$ cat src/rtl/bc_display_driver.sv
// -----------------------------------------------------------------------------
// bc_display_driver
// Eight-digit seven-segment scan driver for the Bulls & Cows game (Nexys A7).
// A load strobe captures a display request into shadow registers; the driver
// then time-multiplexes the eight common-anode digits from those shadows.
//
// Parameters:
//   SCAN_DIV   clock cycles each anode stays active (>= 2)
//   BLINK_DIV  clock cycles per WIN blink half-period (>= 2, blink build only)
//
// Ports:
//   clock      system clock
//   reset      asynchronous, active-high reset
//   load_i     capture mode/player/value/bulls/cows on this edge
//   mode_i     0 BLANK, 1 SETUP, 2 GUESS, 3 RESULT, 4 WIN, 5..7 BLANK
//   player_i   0 = player 1, 1 = player 2
//   value_i    four hex digits, [15:12] leftmost
//   bulls_i    bulls count
//   cows_i     cows count
//   an_o       anode enables, active-low, an_o[7] leftmost
//   digit_o    segments {g,f,e,d,c,b,a}, active-low
//
// Build option:
//   BC_DISP_BLINK_EN  when defined, the WIN screen blinks. Blink phase FSM:
//     state  | meaning
//     PH_ON  | WIN screen lit
//     PH_OFF | WIN screen dark (an_o = FF, digit_o = 7F)
// -----------------------------------------------------------------------------
module bc_display_driver #(
    parameter int unsigned SCAN_DIV  = 100000,
    parameter int unsigned BLINK_DIV = 50000000
) (
    input  logic        clock,
    input  logic        reset,
    input  logic        load_i,
    input  logic [2:0]  mode_i,
    input  logic        player_i,
    input  logic [15:0] value_i,
    input  logic [2:0]  bulls_i,
    input  logic [2:0]  cows_i,
    output logic [7:0]  an_o,
    output logic [6:0]  digit_o
);

    typedef enum logic [2:0] {
        MODE_BLANK  = 3'd0,
        MODE_SETUP  = 3'd1,
        MODE_GUESS  = 3'd2,
        MODE_RESULT = 3'd3,
        MODE_WIN    = 3'd4
    } mode_e;

    localparam logic [6:0] G_P     = 7'h0C;
    localparam logic [6:0] G_B     = 7'h03;
    localparam logic [6:0] G_C     = 7'h27;
    localparam logic [6:0] G_G     = 7'h42;
    localparam logic [6:0] G_D     = 7'h21;
    localparam logic [6:0] G_DASH  = 7'h3F;
    localparam logic [6:0] G_BLANK = 7'h7F;

    if (SCAN_DIV < 2 || BLINK_DIV < 2) begin : g_bad_params
        $error("bc_display_driver: SCAN_DIV and BLINK_DIV must be >= 2");
    end

    localparam int unsigned SCAN_W = $clog2(SCAN_DIV);
    localparam logic [SCAN_W-1:0] SCAN_LAST = SCAN_W'(SCAN_DIV - 1);
    localparam logic [SCAN_W-1:0] SCAN_ONE  = SCAN_W'(1);

    function automatic logic [6:0] hex_glyph(input logic [3:0] h);
        case (h)
            4'h0: hex_glyph = 7'h40;
            4'h1: hex_glyph = 7'h79;
            4'h2: hex_glyph = 7'h24;
            4'h3: hex_glyph = 7'h30;
            4'h4: hex_glyph = 7'h19;
            4'h5: hex_glyph = 7'h12;
            4'h6: hex_glyph = 7'h02;
            4'h7: hex_glyph = 7'h78;
            4'h8: hex_glyph = 7'h00;
            4'h9: hex_glyph = 7'h10;
            4'hA: hex_glyph = 7'h08;
            4'hB: hex_glyph = 7'h03;
            4'hC: hex_glyph = 7'h46;
            4'hD: hex_glyph = 7'h21;
            4'hE: hex_glyph = 7'h06;
            default: hex_glyph = 7'h0E;
        endcase
    endfunction

    logic [2:0]        mode_q;
    logic              player_q;
    logic [15:0]       value_q;
    logic [2:0]        bulls_q;
    logic [2:0]        cows_q;
    logic [SCAN_W-1:0] scan_cnt_q, scan_cnt_d;
    logic [2:0]        idx_q, idx_d;
    logic [7:0]        an_q, an_d;
    logic [6:0]        digit_q, digit_d;
    logic              blink_dark;

    // Scan counter and digit index: free-running, untouched by load.
    always_comb begin
        scan_cnt_d = scan_cnt_q + SCAN_ONE;
        idx_d      = idx_q;
        if (scan_cnt_q == SCAN_LAST) begin
            scan_cnt_d = '0;
            idx_d      = idx_q + 3'd1;
        end
    end

`ifdef BC_DISP_BLINK_EN
    typedef enum logic {PH_ON = 1'b0, PH_OFF = 1'b1} phase_e;

    localparam int unsigned BLINK_W = $clog2(BLINK_DIV);
    localparam logic [BLINK_W-1:0] BLINK_LAST = BLINK_W'(BLINK_DIV - 1);
    localparam logic [BLINK_W-1:0] BLINK_ONE  = BLINK_W'(1);

    logic [BLINK_W-1:0] blink_cnt_q, blink_cnt_d;
    phase_e             phase_q, phase_d;

    always_comb begin
        blink_cnt_d = blink_cnt_q + BLINK_ONE;
        phase_d     = phase_q;
        // Only an entry into WIN restarts the blink; re-loading WIN keeps phase.
        if (load_i && (mode_i == MODE_WIN) && (mode_q != MODE_WIN)) begin
            blink_cnt_d = '0;
            phase_d     = PH_ON;
        end else if (blink_cnt_q == BLINK_LAST) begin
            blink_cnt_d = '0;
            phase_d     = (phase_q == PH_ON) ? PH_OFF : PH_ON;
        end
    end

    always_ff @(posedge clock or posedge reset) begin
        if (reset) begin
            blink_cnt_q <= '0;
            phase_q     <= PH_ON;
        end else begin
            blink_cnt_q <= blink_cnt_d;
            phase_q     <= phase_d;
        end
    end

    assign blink_dark = (mode_q == MODE_WIN) && (phase_q == PH_OFF);
`else
    assign blink_dark = 1'b0;
`endif

    // Screen content for the current position, built from shadows only.
    logic [6:0] player_glyph;
    logic [3:0] val_nib;

    always_comb begin
        player_glyph = player_q ? hex_glyph(4'h2) : hex_glyph(4'h1);
        val_nib      = value_q[{idx_q[1:0], 2'b00} +: 4];
        digit_d      = G_BLANK;
        case (mode_q)
            MODE_SETUP, MODE_GUESS: begin
                case (idx_q)
                    3'd7:    digit_d = G_P;
                    3'd6:    digit_d = player_glyph;
                    3'd5:    digit_d = (mode_q == MODE_SETUP) ? G_DASH : G_BLANK;
                    3'd4:    digit_d = G_BLANK;
                    default: digit_d = hex_glyph(val_nib);
                endcase
            end
            MODE_RESULT: begin
                case (idx_q)
                    3'd7:    digit_d = G_B;
                    3'd6:    digit_d = hex_glyph({1'b0, bulls_q});
                    3'd3:    digit_d = G_C;
                    3'd2:    digit_d = hex_glyph({1'b0, cows_q});
                    default: digit_d = G_BLANK;
                endcase
            end
            MODE_WIN: begin
                case (idx_q)
                    3'd7:       digit_d = G_P;
                    3'd6:       digit_d = player_glyph;
                    3'd3:       digit_d = G_G;
                    3'd2, 3'd1: digit_d = hex_glyph(4'h0);
                    3'd0:       digit_d = G_D;
                    default:    digit_d = G_BLANK;
                endcase
            end
            default: digit_d = G_BLANK;
        endcase

        an_d = ~(8'h01 << idx_q);
        if (blink_dark) begin
            an_d    = 8'hFF;
            digit_d = G_BLANK;
        end
    end

    always_ff @(posedge clock or posedge reset) begin
        if (reset) begin
            mode_q     <= MODE_BLANK;
            player_q   <= 1'b0;
            value_q    <= '0;
            bulls_q    <= '0;
            cows_q     <= '0;
            scan_cnt_q <= '0;
            idx_q      <= '0;
            an_q       <= 8'hFF;
            digit_q    <= G_BLANK;
        end else begin
            if (load_i) begin
                mode_q   <= mode_i;
                player_q <= player_i;
                value_q  <= value_i;
                bulls_q  <= bulls_i;
                cows_q   <= cows_i;
            end
            scan_cnt_q <= scan_cnt_d;
            idx_q      <= idx_d;
            an_q       <= an_d;
            digit_q    <= digit_d;
        end
    end

    assign an_o    = an_q;
    assign digit_o = digit_q;

endmodule

$ cat config.mk
export PLATFORM = sky130hd
export DESIGN_NAME = bc_display_driver
export DESIGN_NICKNAME = d
export VERILOG_FILES = /design/src/rtl/bc_display_driver.sv
export SDC_FILE = /design/constraint.sdc
export NUM_CORES = 1
export LEC_CHECK = 0
export ABC_AREA = 1
export CAP_MARGIN = 20
export CORE_ASPECT_RATIO = 1.2
export CORE_MARGIN = 5
export CORE_UTILIZATION = 40
export DETAILED_ROUTE_END_ITERATION = 12
export HOLD_SLACK_MARGIN = 0.1
export SLEW_MARGIN = 20
export SYNTH_ARGS = -nofsm -noshare
export SYNTH_HDL_FRONTEND = slang
export SYNTH_SLANG_ARGS = --single-unit
$ cat constraint.sdc
create_clock -name clock -period 1.81 [get_ports clock]
set_input_delay 0.181 -clock clock [delete_from_list [all_inputs] [get_ports clock]]
set_output_delay 0.181 -clock clock [all_outputs]
set_load 0.01 [all_outputs]
# Word level (Yosys, flattened, before mapping)

Memory sizes are Yosys's and may differ from the RTL's.
Index checks and enable logic that the tools add are counted.

Bits in registers: 61
Memory bits (read-only): 224
Logic and storage cells: 39
Input bits: 29
Output and inout bits: 15
Memories: 3

Memories:

| memory           | words | width | rd ports | clocked after memory_dff | write ports | RTL line | source |
|---|---|---|---|---|---|---|---|
| (name not given) | 16    | 7     | 1        | 0                        | 0           | 70       | `case (h)` |
| (name not given) | 8     | 7     | 1        | 0                        | 0           | 70       |  |
| (name not given) | 8     | 7     | 1        | 0                        | 0           | 70       |  |

Multiplexer cells: 7
Add/subtract/negate cells: 2
Equality and inequality tests: 12
Reduce and logical (&&, ||, !) cells: 3
Shifts and indexed selects: 2
Bitwise gates (word level): 1

Operator list:

| kind                                                                   | count |
|---|---|
| 7-bit case mux with 4 select lines                                     | 2 |
| 7-bit case mux with 5 select lines                                     | 1 |
| 7-bit case mux with 3 select lines                                     | 1 |
| 17-bit by 1-bit adder with 17-bit output (second input constant)       | 1 |
| 17-bit equality test (second input constant)                           | 1 |
| 17-bit two-way mux                                                     | 1 |
| 16-bit by 5-bit variable part select with 4-bit output                 | 1 |
| 3-bit equality test (second input constant)                            | 5 |
| 7-bit two-way mux                                                      | 2 |
| 3-bit by 2-bit equality test with 1-bit output (second input constant) | 4 |
| 8-bit inverter                                                         | 1 |
| 1-bit by 3-bit left shift with 8-bit output (first input constant)     | 1 |
| 3-bit by 1-bit equality test with 1-bit output (second input constant) | 2 |
| 2-bit OR reduction                                                     | 2 |
| 3-bit by 1-bit adder with 3-bit output (second input constant)         | 1 |
| 3-bit zero test                                                        | 1 |

# Longest topological paths before layout

Gate-level depths: netlist of the first run.

Word-level depth: 4
Depth in mapped cells: 12
Gate-level depth less buffers: 12

# Worst setup path after synthesis of the first run

OpenSTA, ideal clock, no wires.

Kind: register -> register
Start: register idx_q[1]
End: register digit_q[3] (netlist: digit_o[3])
Stages on the path, launching flop included: 12
Required time: 1734 ps
Clock period less this slack: 1678 ps
Arrival time: 1602 ps
Setup time: 76 ps
Path slack: 132 ps
Buffers on the path: 0
Cells stage by stage: dfrtp_1 > inv_2 > a21oi_1 > o21ai_0 > nand2_1 > inv_1 > ha_1 > nand3b_1 > nand3_1 > nand3_1 > nand2_1 > nand2_1

Longest elaborated chain between the ends: 4
Elaborated cells between the ends (all ways): 15
Classes of those cells: eq/ne (7); shift (1); mux (4); reduce/logical (2); memory (1)

Ends and longest elaborated chain:

| element                                                                                         | RTL line | source |
|---|---|---|
| from (decl)                                                                                     | 96       | `logic [2:0] idx_q, idx_d;` |
| from (signal assigned)                                                                          | 216      | `idx_q <= idx_d;` |
| 16-bit by 5-bit variable part select with 4-bit output (tied with other cells)                  | 155      | `val_nib = value_q[{idx_q[1:0], 2'b00} +: 4];` |
| memory 16 x 7 bit / 2-bit OR reduction (equally long branches)                                  | n/a      |  |
| 7-bit case mux with 4 select lines / 7-bit case mux with 5 select lines (equally long branches) | 159, 177 |  |
| 7-bit case mux with 3 select lines (*)                                                          | 157      | `case (mode_q)` |
| named net digit_d[3]                                                                            | 98       | `logic [6:0] digit_q, digit_d;` |
| to (signal assigned)                                                                            | 218      | `digit_q <= digit_d;` |
| to (decl)                                                                                       | 98       |  |

The timed path passes the listed nets; every way through them passes the cells marked *.
A chain may end at the register's enable or synchronous reset.

# Worst setup path after layout of the first run

Start: register idx_q[0]
End: register digit_q[1] (netlist: digit_o[1])

The elaborated chain is that of the path after synthesis.

==> results of run 1 <==
cell families after synthesis:
group / after synthesis / share of synthesized area
mux: 15 / 0.0457
xor+xnor: 6 / 0.0142
buf+inv: 76 / 0.0840
compound gates: 52 / 0.0732
fa+ha+maj: 24 / 0.0813
flops: 61 / 0.418
simple gates: 220 / 0.283
metal layers:
layer,wire length [um],vias to the layer above,global-route usage
met1,3510,1440,0.179
met3,314,9,0.0407
met4,78,0,0.0443
met5,0,-,0
li1,-,1605,-
met2,4270,43,0.274
state kept, by name, indices dropped and copies added, names as in the netlist:
name / cells
an_o: 8
bulls_q: 3
digit_o: 7
scan_cnt_q: 17
mode_q: 3
cows_q: 3
value_q: 16
player_q: 1
idx_q: 3
metrics by stage:
stage,util,instances,hold slack [ns]
2_1_floorplan,-,454,0.302
3_3_place_gp,0.492,636,0.451
3_5_place_dp,0.492,636,0.460
4_1_cts,0.512,652,0.228
5_1_grt,0.529,655,0.243
6_report,0.529,655,0.216
power by group:
group	switching [mW]	internal, mW
clock network	0.528	0.564
registers	0.0529	1.47
logic	0.293	0.268
total	0.874	2.30
area by class of cell:
type,count,area (um^2),share of cell area
Tap cell,120,150,0.0314
Clock inverter,4,22.5,0.00471
Clock buffer,12,155,0.0325
Inverter,69,262,0.0547
Multi-Input combinational cell,317,1960,0.410
Sequential cell,61,1550,0.324
Timing Repair Buffer,72,681,0.142
repair_timing:
| item | in CTS | in global routing |
|---|---|---|
| setup buffers | 0 | 3 |
| endpoints found under the setup margin | 2 | 7 |
| gates resized for setup | 3 | 39 |
| pin swaps | 0 | 3 |
placed cells by master, fill, tap and decap left out, types with 2 or more instances in the layout:
| master | Yosys | routed |
|---|---|---|
| sky130_fd_sc_hd__nand4_1 | 6 | 6 |
| sky130_fd_sc_hd__ha_2 | 0 | 3 |
| sky130_fd_sc_hd__clkdlybuf4s50_1 | 0 | 43 |
| sky130_fd_sc_hd__clkinv_2 | 0 | 3 |
| sky130_fd_sc_hd__inv_2 | 5 | 9 |
| sky130_fd_sc_hd__clkbuf_8 | 0 | 11 |
| sky130_fd_sc_hd__nor2_2 | 2 | 2 |
| sky130_fd_sc_hd__inv_1 | 63 | 58 |
| sky130_fd_sc_hd__o21ai_1 | 2 | 6 |
| sky130_fd_sc_hd__buf_12 | 0 | 2 |
| sky130_fd_sc_hd__a21oi_1 | 14 | 10 |
| sky130_fd_sc_hd__a21oi_2 | 0 | 4 |
| sky130_fd_sc_hd__o21ai_0 | 32 | 27 |
| sky130_fd_sc_hd__xor2_1 | 6 | 6 |
| sky130_fd_sc_hd__nand3_2 | 3 | 5 |
| sky130_fd_sc_hd__nor3_1 | 7 | 6 |
| sky130_fd_sc_hd__nor3_2 | 1 | 2 |
| sky130_fd_sc_hd__dfstp_2 | 15 | 15 |
| sky130_fd_sc_hd__dfrtp_2 | 0 | 3 |
| sky130_fd_sc_hd__buf_6 | 3 | 2 |
| sky130_fd_sc_hd__ha_4 | 0 | 4 |
| sky130_fd_sc_hd__o211ai_1 | 2 | 2 |
| sky130_fd_sc_hd__buf_4 | 0 | 25 |
| sky130_fd_sc_hd__nor2_4 | 1 | 4 |
| sky130_fd_sc_hd__or2_2 | 2 | 2 |
| sky130_fd_sc_hd__mux2_2 | 15 | 15 |
| sky130_fd_sc_hd__nand4_4 | 2 | 2 |
| sky130_fd_sc_hd__nor2_1 | 30 | 27 |
| sky130_fd_sc_hd__dfrtp_1 | 46 | 43 |
| sky130_fd_sc_hd__nand3_4 | 2 | 2 |
| sky130_fd_sc_hd__nand2_1 | 112 | 110 |
| sky130_fd_sc_hd__nand3_1 | 40 | 38 |
| sky130_fd_sc_hd__ha_1 | 24 | 17 |
| sky130_fd_sc_hd__nand2_2 | 9 | 10 |
path summary, 6_finish.rpt:
check / slack, ns / depth (start not counted) / end / startpoint
hold / removal: 0.22 / 3 / bulls_q[1] / reset
hold reg to reg: 0.46 / 1 / scan_cnt_q[0] / scan_cnt_q[0]
min in group clock: 0.39 / 3 / bulls_q[0] / bulls_i[0]
max in group asynchronous: 1.27 / 3 / digit_o[4] / reset
setup reg to reg: 0.10 / 8 / digit_o[1] / idx_q[0]
setup / recovery: 0.10 / 8 / digit_o[1] / idx_q[0]
critical path: stages, from the launching register on:
cell and delay (ns):
sky130_fd_sc_hd__dfrtp_2 0.46, sky130_fd_sc_hd__ha_2 0.23, sky130_fd_sc_hd__ha_2 0.20, sky130_fd_sc_hd__nor3_2 0.21, sky130_fd_sc_hd__o21ai_0 0.11, sky130_fd_sc_hd__o21ai_1 0.13
sky130_fd_sc_hd__nand2_1 0.08, sky130_fd_sc_hd__nor2_2 0.15, sky130_fd_sc_hd__nand2_1 0.07
==> tab_implementation.tex, run 1 <==
\begin{tabular}{lr}
\hline
Metric & Value \\
\hline
\multicolumn{2}{l}{\textbf{GRT}} \\
\quad Number of global-route vias before repair & 3083 \\
\quad Wire length of the first global-routing pass & 13.8 mm \\
\quad Initial antenna violation count & 0 \\
\quad GR Util All Layers & 0.152 \\
\quad Total congestion overflow after global routing & 0 \\
\quad Maximum number of pins on one net before global-route repair & 62 \\
\multicolumn{2}{l}{\textbf{Power and ir drop}} \\
\quad Power density over the cells & 664 mW/mm\^{}2 \\
\quad Worst supply voltage drop on vdd & 0.000402 V \\
\quad Total power & 3.17 mW \\
\quad P\_leak & 2.33 nW \\
\multicolumn{2}{l}{\textbf{Timing}} \\
\quad Final worst-path cycle share & 0.943 \\
\quad Number of setup violations in the final report & 0 \\
\quad Transition time at the pin with the least slew margin & 0.472 ns \\
\quad Final count of hold timing violations & 0 \\
\quad Fin crit period & 1.71 ns \\
\quad Final Max Slew Viols & 0 \\
\quad Setup Skew & 0.0125 ns \\
\quad Max transition margin & 0.685 \\
\quad Slack of the critical path & 0.103 ns \\
\quad Achievable clock frequency & 586 MHz \\
\quad Fin Setup TNS & 0 ns \\
\multicolumn{2}{l}{\textbf{Yosys}} \\
\quad Flip-flop and latch count after synthesis & 61 \\
\quad Synthesized instance count & 454 \\
\quad Most numerous cell types in the synthesized netlist & sky130\_fd\_sc\_hd\_\_nand2\_1 (112), sky130\_fd\_sc\_hd\_\_inv\_1 (63), sky130\_fd\_sc\_hd\_\_dfrtp\_1 (46) \\
\quad Synthesized area & 0.00369 mm\^{}2 \\
\quad Area leader, netlist & sky130\_fd\_sc\_hd\_\_dfrtp\_1 \\
\quad Count of distinct cell types in the synthesized netlist & 33 \\
\quad Fraction of post-synthesis cell area in the top cell type by area & 0.312 \\
\quad Commonest register cell after synthesis & sky130\_fd\_sc\_hd\_\_dfrtp\_1 \\
\quad Sequential fraction of the synthesis area & 0.418 \\
\quad Post-synth ARST share & 1.00 \\
\quad Yosys Warn Count & 0 \\
\quad Average instance area after synthesis & 8.14 um\^{}2 \\
\quad Post-synth EDFFs & 0 \\
\quad Area contributors post-synth & sky130\_fd\_sc\_hd\_\_dfrtp\_1 (31\%), sky130\_fd\_sc\_hd\_\_nand2\_1 (11\%), sky130\_fd\_sc\_hd\_\_dfstp\_2 (11\%), sky130\_fd\_sc\_hd\_\_ha\_1 (8.1\%), sky130\_fd\_sc\_hd\_\_inv\_1 (6.4\%) \\
\quad Most instantiated library cell after synthesis & sky130\_fd\_sc\_hd\_\_nand2\_1 \\
\quad Post-Syn Nets & 507 \\
\multicolumn{2}{l}{\textbf{Worst setup path}} \\
\quad Class of the most critical setup path & flip-flop to flip-flop \\
\quad Data required time of the critical path & 2.08 ns \\
\quad Data arrival at the endpoint of the critical path & 1.98 ns \\
\quad Crit Path Max Fanout & 6 \\
\quad Kind of launch point of the worst setup path & flip-flop \\
\quad Type of element capturing the critical path & flip-flop \\
\multicolumn{2}{l}{\textbf{Floorplan}} \\
\quad Die Y-Extent & 115 um \\
\quad IO Pins & 44 \\
\quad Placeable core region & 0.00903 mm\^{}2 \\
\quad Die width & 97.7 um \\
\quad Area of the die & 0.0113 mm\^{}2 \\
\quad Initial standard-cell utilization of the core & 0.409 \\
\quad Number of placement rows & 38 \\
\multicolumn{2}{l}{\textbf{Placement}} \\
\quad Total of buffers placed on input and output ports & 43 \\
\quad Instance area after placement & 0.00444 mm\^{}2 \\
\quad Final weighted congestion in routability-driven placement & 0.892 \\
\quad Worst slack after detailed placement & -0.0776 ns \\
\quad Post-detail-place hpwl & 6.25 mm \\
\multicolumn{2}{l}{\textbf{Hold path}} \\
\quad Min-Delay Path Class & primary input to async pin \\
\multicolumn{2}{l}{\textbf{Route}} \\
\quad Post-DR wirelength/cell & 12.5 um \\
\quad Vias per std cell & 4.73 \\
\quad Final WL & 8.17 mm \\
\quad Number of DRC violations after detailed-routing iteration 0 & 88 \\
\quad Antenna violation net count after detailed routing & 0 \\
\quad DRC violation count after routing & 0 \\
\quad DR vias & 3097 \\
\quad Total iterations of the first detailed-routing run & 4 \\
\multicolumn{2}{l}{\textbf{Run}} \\
\quad Max-cap viol count & 0 \\
\multicolumn{2}{l}{\textbf{Finish}} \\
\quad Area overhead of the layout relative to synthesis & 29.4\% \\
\quad Proportion of layout cells with a drive suffix above 1 & 0.243 \\
\quad Design area & 0.00478 mm\^{}2 \\
\quad Filler cells & 876 \\
\quad Final Net Count & 583 \\
\quad Antenna diode count & 0 \\
\multicolumn{2}{l}{\textbf{Clocking}} \\
\quad Count of clock tree sinks & 61 \\
\quad Max Buffers Root-to-Sink & 2 \\
\quad TritonCTS clock tree & built \\
\quad Clock transition time at the flip-flop clock pins of the worst setup and hold paths & 0.07 ns \\
\quad Cts bufs inserted & 9 \\
\quad Source-to-sink clock delay at the later pin of the worst-skew pair & 0.34 ns \\
\quad H-tree lvl count & 3 \\
\quad Hold buffers post-CTS & 0 \\
\quad Clock tree root driver cell & sky130\_fd\_sc\_hd\_\_clkbuf\_8 \\
\multicolumn{2}{l}{\textbf{Outcome}} \\
\quad Outcome & complete, no violations \\
\hline
\end{tabular}
No activity file was read; power rests on OpenSTA's default activity.
==> run 2: changes to the inputs <==
--- a/config.mk
+++ b/config.mk
@@ -12,6 +12,8 @@
 export CORE_UTILIZATION = 40
 export DETAILED_ROUTE_END_ITERATION = 12
 export HOLD_SLACK_MARGIN = 0.1
+export PLACE_DENSITY = 0.72
+export REMOVE_ABC_BUFFERS = 1
 export SLEW_MARGIN = 20
 export SYNTH_ARGS = -nofsm -noshare
 export SYNTH_HDL_FRONTEND = slang
==> tab_implementation.tex, run 2 (synthesis results as in run 1) <==
\begin{tabular}{lr}
\hline
Metric & Value \\
\hline
\multicolumn{2}{l}{\textbf{Power and ir drop}} \\
\quad Fraction of power spent switching nets & 0.271 (-0.00460) \\
\quad Worst supply voltage drop on vdd & 0.000453 V (+13\%) \\
\quad Power dissipated by switching net loads & 0.905 mW (+3.6\%) \\
\quad Clk pwr share & 0.378 (+0.034) \\
\quad Combinational cell fraction of total power & 0.168 (-0.009) \\
\quad Power Internal & 2.44 mW (+6.0\%) \\
\quad Fraction of power consumed by sequential logic & 0.455 (-0.024) \\
\quad P\_leak & 2.33 nW (-0.20\%) \\
\quad Power density over the cells & 696 mW/mm\^{}2 (+4.9\%) \\
\multicolumn{2}{l}{\textbf{Hold path}} \\
\quad Min-Delay Path Class & primary input to async pin \\
\multicolumn{2}{l}{\textbf{Timing}} \\
\quad Setup repair after global routing missed its margin & true \\
\quad Slack of the critical path & 0.0461 ns (-0.0565 ns) \\
\quad Achievable clock frequency & 567 MHz (-3.2\%) \\
\quad Final Max Slew Viols & 0 (unchanged) \\
\quad Max transition margin & 0.691 (+0.00588) \\
\quad Final count of hold timing violations & 0 (unchanged) \\
\quad Fin crit period & 1.76 ns (+0.0565 ns) \\
\quad Final worst-path cycle share & 0.975 (+0.0312) \\
\quad Number of setup violations in the final report & 0 (unchanged) \\
\quad Setup Skew & 0.0107 ns (-0.00173 ns) \\
\quad Transition time at the pin with the least slew margin & 0.463 ns (-0.00950 ns) \\
\multicolumn{2}{l}{\textbf{Floorplan}} \\
\quad Die Y-Extent & 115 um (unchanged) \\
\quad Placeable core region & 0.00903 mm\^{}2 (unchanged) \\
\quad IO Pins & 44 (unchanged) \\
\quad Die width & 97.7 um (unchanged) \\
\quad Number of placement rows & 38 (unchanged) \\
\quad Initial standard-cell utilization of the core & 0.409 (unchanged) \\
\quad Area of the die & 0.0113 mm\^{}2 (unchanged) \\
\multicolumn{2}{l}{\textbf{Finish}} \\
\quad Area overhead of the layout relative to synthesis & 29.9\% \\
\quad Largest register FFs & 17 (unchanged) \\
\quad Most common cell after layout, fill and taps aside & sky130\_fd\_sc\_hd\_\_nand2\_1 \\
\quad Final Net Count & 580 (-0.51\%) \\
\quad Antenna diode count & 0 (unchanged) \\
\quad Proportion of layout cells with a drive suffix above 1 & 0.241 (-0.00239) \\
\quad Highest-count cells in the layout ignoring fill and taps & sky130\_fd\_sc\_hd\_\_nand2\_1 (107), sky130\_fd\_sc\_hd\_\_inv\_1 (58), sky130\_fd\_sc\_hd\_\_dfrtp\_1 (44), sky130\_fd\_sc\_hd\_\_clkdlybuf4s50\_1 (43), sky130\_fd\_sc\_hd\_\_nand3\_1 (35) \\
\quad Design area & 0.00480 mm\^{}2 (+0.39\%) \\
\quad Register ranked first by flip-flop count & scan\_cnt\_q \\
\multicolumn{2}{l}{\textbf{Clocking}} \\
\quad TritonCTS clock tree & built \\
\quad H-tree lvl count & 3 (unchanged) \\
\quad Clock transition time at the flip-flop clock pins of the worst setup and hold paths & 0.07 ns (about the same) \\
\quad Max Buffers Root-to-Sink & 2 (unchanged) \\
\quad Source-to-sink clock delay at the later pin of the worst-skew pair & 0.35 ns (about the same) \\
\quad Clock tree root driver cell & sky130\_fd\_sc\_hd\_\_clkbuf\_8 \\
\quad Cts bufs inserted & 9 (unchanged) \\
\quad Count of clock tree sinks & 61 (unchanged) \\
\multicolumn{2}{l}{\textbf{GRT}} \\
\quad GR Util All Layers & 0.157 (+0.00456) \\
\quad Initial antenna violation count & 0 (unchanged) \\
\quad Wire length of the first global-routing pass & 14.3 mm (+3.5\%) \\
\quad Total congestion overflow after global routing & 0 (unchanged) \\
\quad Maximum number of pins on one net before global-route repair & 38 (-39\%) \\
\quad Number of global-route vias before repair & 3176 (+3.0\%) \\
\multicolumn{2}{l}{\textbf{Worst setup path}} \\
\quad Type of element capturing the critical path & flip-flop \\
\quad Crit Path Max Fanout & 6 (unchanged) \\
\quad Length in cells of the worst reg-to-reg path & 10 (+2) \\
\quad Data arrival at the endpoint of the critical path & 2.06 ns (+0.08 ns) \\
\quad Data required time of the critical path & 2.10 ns (+0.02 ns) \\
\quad Kind of launch point of the worst setup path & flip-flop \\
\quad Class of the most critical setup path & flip-flop to flip-flop \\
\multicolumn{2}{l}{\textbf{Route}} \\
\quad Met2 wire len & 4.50 mm (+5.5\%) \\
\quad Post-DR wirelength/cell & 13.1 um (+5.1\%) \\
\quad Antenna violation net count after detailed routing & 0 (unchanged) \\
\quad WL met1 & 3.57 mm (+1.9\%) \\
\quad DRC violation count after routing & 0 (unchanged) \\
\quad Final WL & 8.54 mm (+4.6\%) \\
\quad DR vias & 3179 (+2.6\%) \\
\quad Vias per std cell & 4.88 (+3.1\%) \\
\quad Top routing layer in use & met4 \\
\quad Number of DRC violations after detailed-routing iteration 0 & 134 (+52\%) \\
\quad Total iterations of the first detailed-routing run & 4 (unchanged) \\
\quad Sum of met3 wire segment lengths after detailed routing & 305 um (-2.9\%) \\
\multicolumn{2}{l}{\textbf{Placement}} \\
\quad Worst slack after detailed placement & -0.0781 ns (-0.000567 ns) \\
\quad Instance area after placement & 0.00441 mm\^{}2 (-0.84\%) \\
\quad Post-detail-place hpwl & 6.41 mm (+2.6\%) \\
\quad Final weighted congestion in routability-driven placement & 0.899 (+0.84\%) \\
\quad Total of buffers placed on input and output ports & 43 (unchanged) \\
\multicolumn{2}{l}{\textbf{Run}} \\
\quad Max-cap viol count & 0 (unchanged) \\
\multicolumn{2}{l}{\textbf{Outcome}} \\
\quad Outcome & complete, no violations \\
\hline
\end{tabular}
[run 2: cell count changes in the layout (fill, tap and decap cells not counted), moves of 2 or more]
cell,change
sky130_fd_sc_hd__buf_4,-4
sky130_fd_sc_hd__nand2_2,+4
sky130_fd_sc_hd__a21oi_1,+4
sky130_fd_sc_hd__nand2_1,-3
sky130_fd_sc_hd__nor2_1,+2
sky130_fd_sc_hd__a21oi_2,-4
sky130_fd_sc_hd__nand3_1,-3
sky130_fd_sc_hd__nand3_2,+2
[run 2: final cells by class]
class                      instances  area (um^2)
clock inverter                     4         47.5
fill                             848         4230
multi-input combinational        317         1980
timing repair buffer              69          662
clock buffer                      12          155
sequential                        61         1550
inverter                          69          262
tap                              120          150
[run 2: layer usage]
layer / GRT usage / up-vias
li1: - / 1592
met1: 0.189 / 1492
met2: 0.275 / 79
met3: 0.0388 / 16
met4: 0.0536 / 0
met5: 0 / -
[run 2: critical path, stage by stage, from the launching register on]
cell	delay, ns
sky130_fd_sc_hd__dfrtp_2	0.45
sky130_fd_sc_hd__buf_4	0.16
sky130_fd_sc_hd__ha_4	0.18
sky130_fd_sc_hd__ha_4	0.17
sky130_fd_sc_hd__inv_2	0.12
sky130_fd_sc_hd__nand3_4	0.10
sky130_fd_sc_hd__nand2_1	0.11
sky130_fd_sc_hd__inv_1	0.06
sky130_fd_sc_hd__a21oi_1	0.16
sky130_fd_sc_hd__nand2_1	0.11
sky130_fd_sc_hd__nand2_1	0.08
[run 2: metrics by stage]
stage                     TNS [ns]  power (mW)   util  instances  hold slack, ns
after floorplan                  0        1.83      -        447           0.288
after global placement    -0.00105        2.06  0.488        631           0.453
after detailed placement    -0.197        2.07  0.488        631           0.464
after CTS                        0        3.34  0.511        647           0.169
after global routing        -0.424        3.51  0.531        652           0.227
final                            0        3.34  0.531        652           0.162
[run 2: worst paths after layout]
| path | startpoint | to | slack (ns) |
|---|---|---|---|
| worst max-delay path | idx_q[0] | digit_o[4] | 0.05 |
| worst min-delay path | reset | cows_q[2] | 0.16 |
| worst max register to register | idx_q[0] | digit_o[4] | 0.05 |
| worst min register to register | scan_cnt_q[0] | scan_cnt_q[0] | 0.47 |
| max in group asynchronous | reset | idx_q[1] | 1.11 |
| min in group clock | value_i[1] | value_q[1] | 0.39 |
[run 2: power groups by stage]
stage	Clock (mW)	Sequential (mW)	Combinational, mW
after floorplan	0	1.54	0.290
after global placement	0	1.54	0.516
after detailed placement	0	1.54	0.531
after CTS	1.28	1.52	0.533
after global routing	1.35	1.53	0.627
final	1.26	1.52	0.561
[run 2: what timing repair did]
item / CTS / global route
setup buffers: 0 / 5
hold buffers: 0 / 0
setup endpoints to repair: 7 / 7
gates resized for setup: 4 / 42
cloned: 0 / 0
pin swaps: 0 / 12
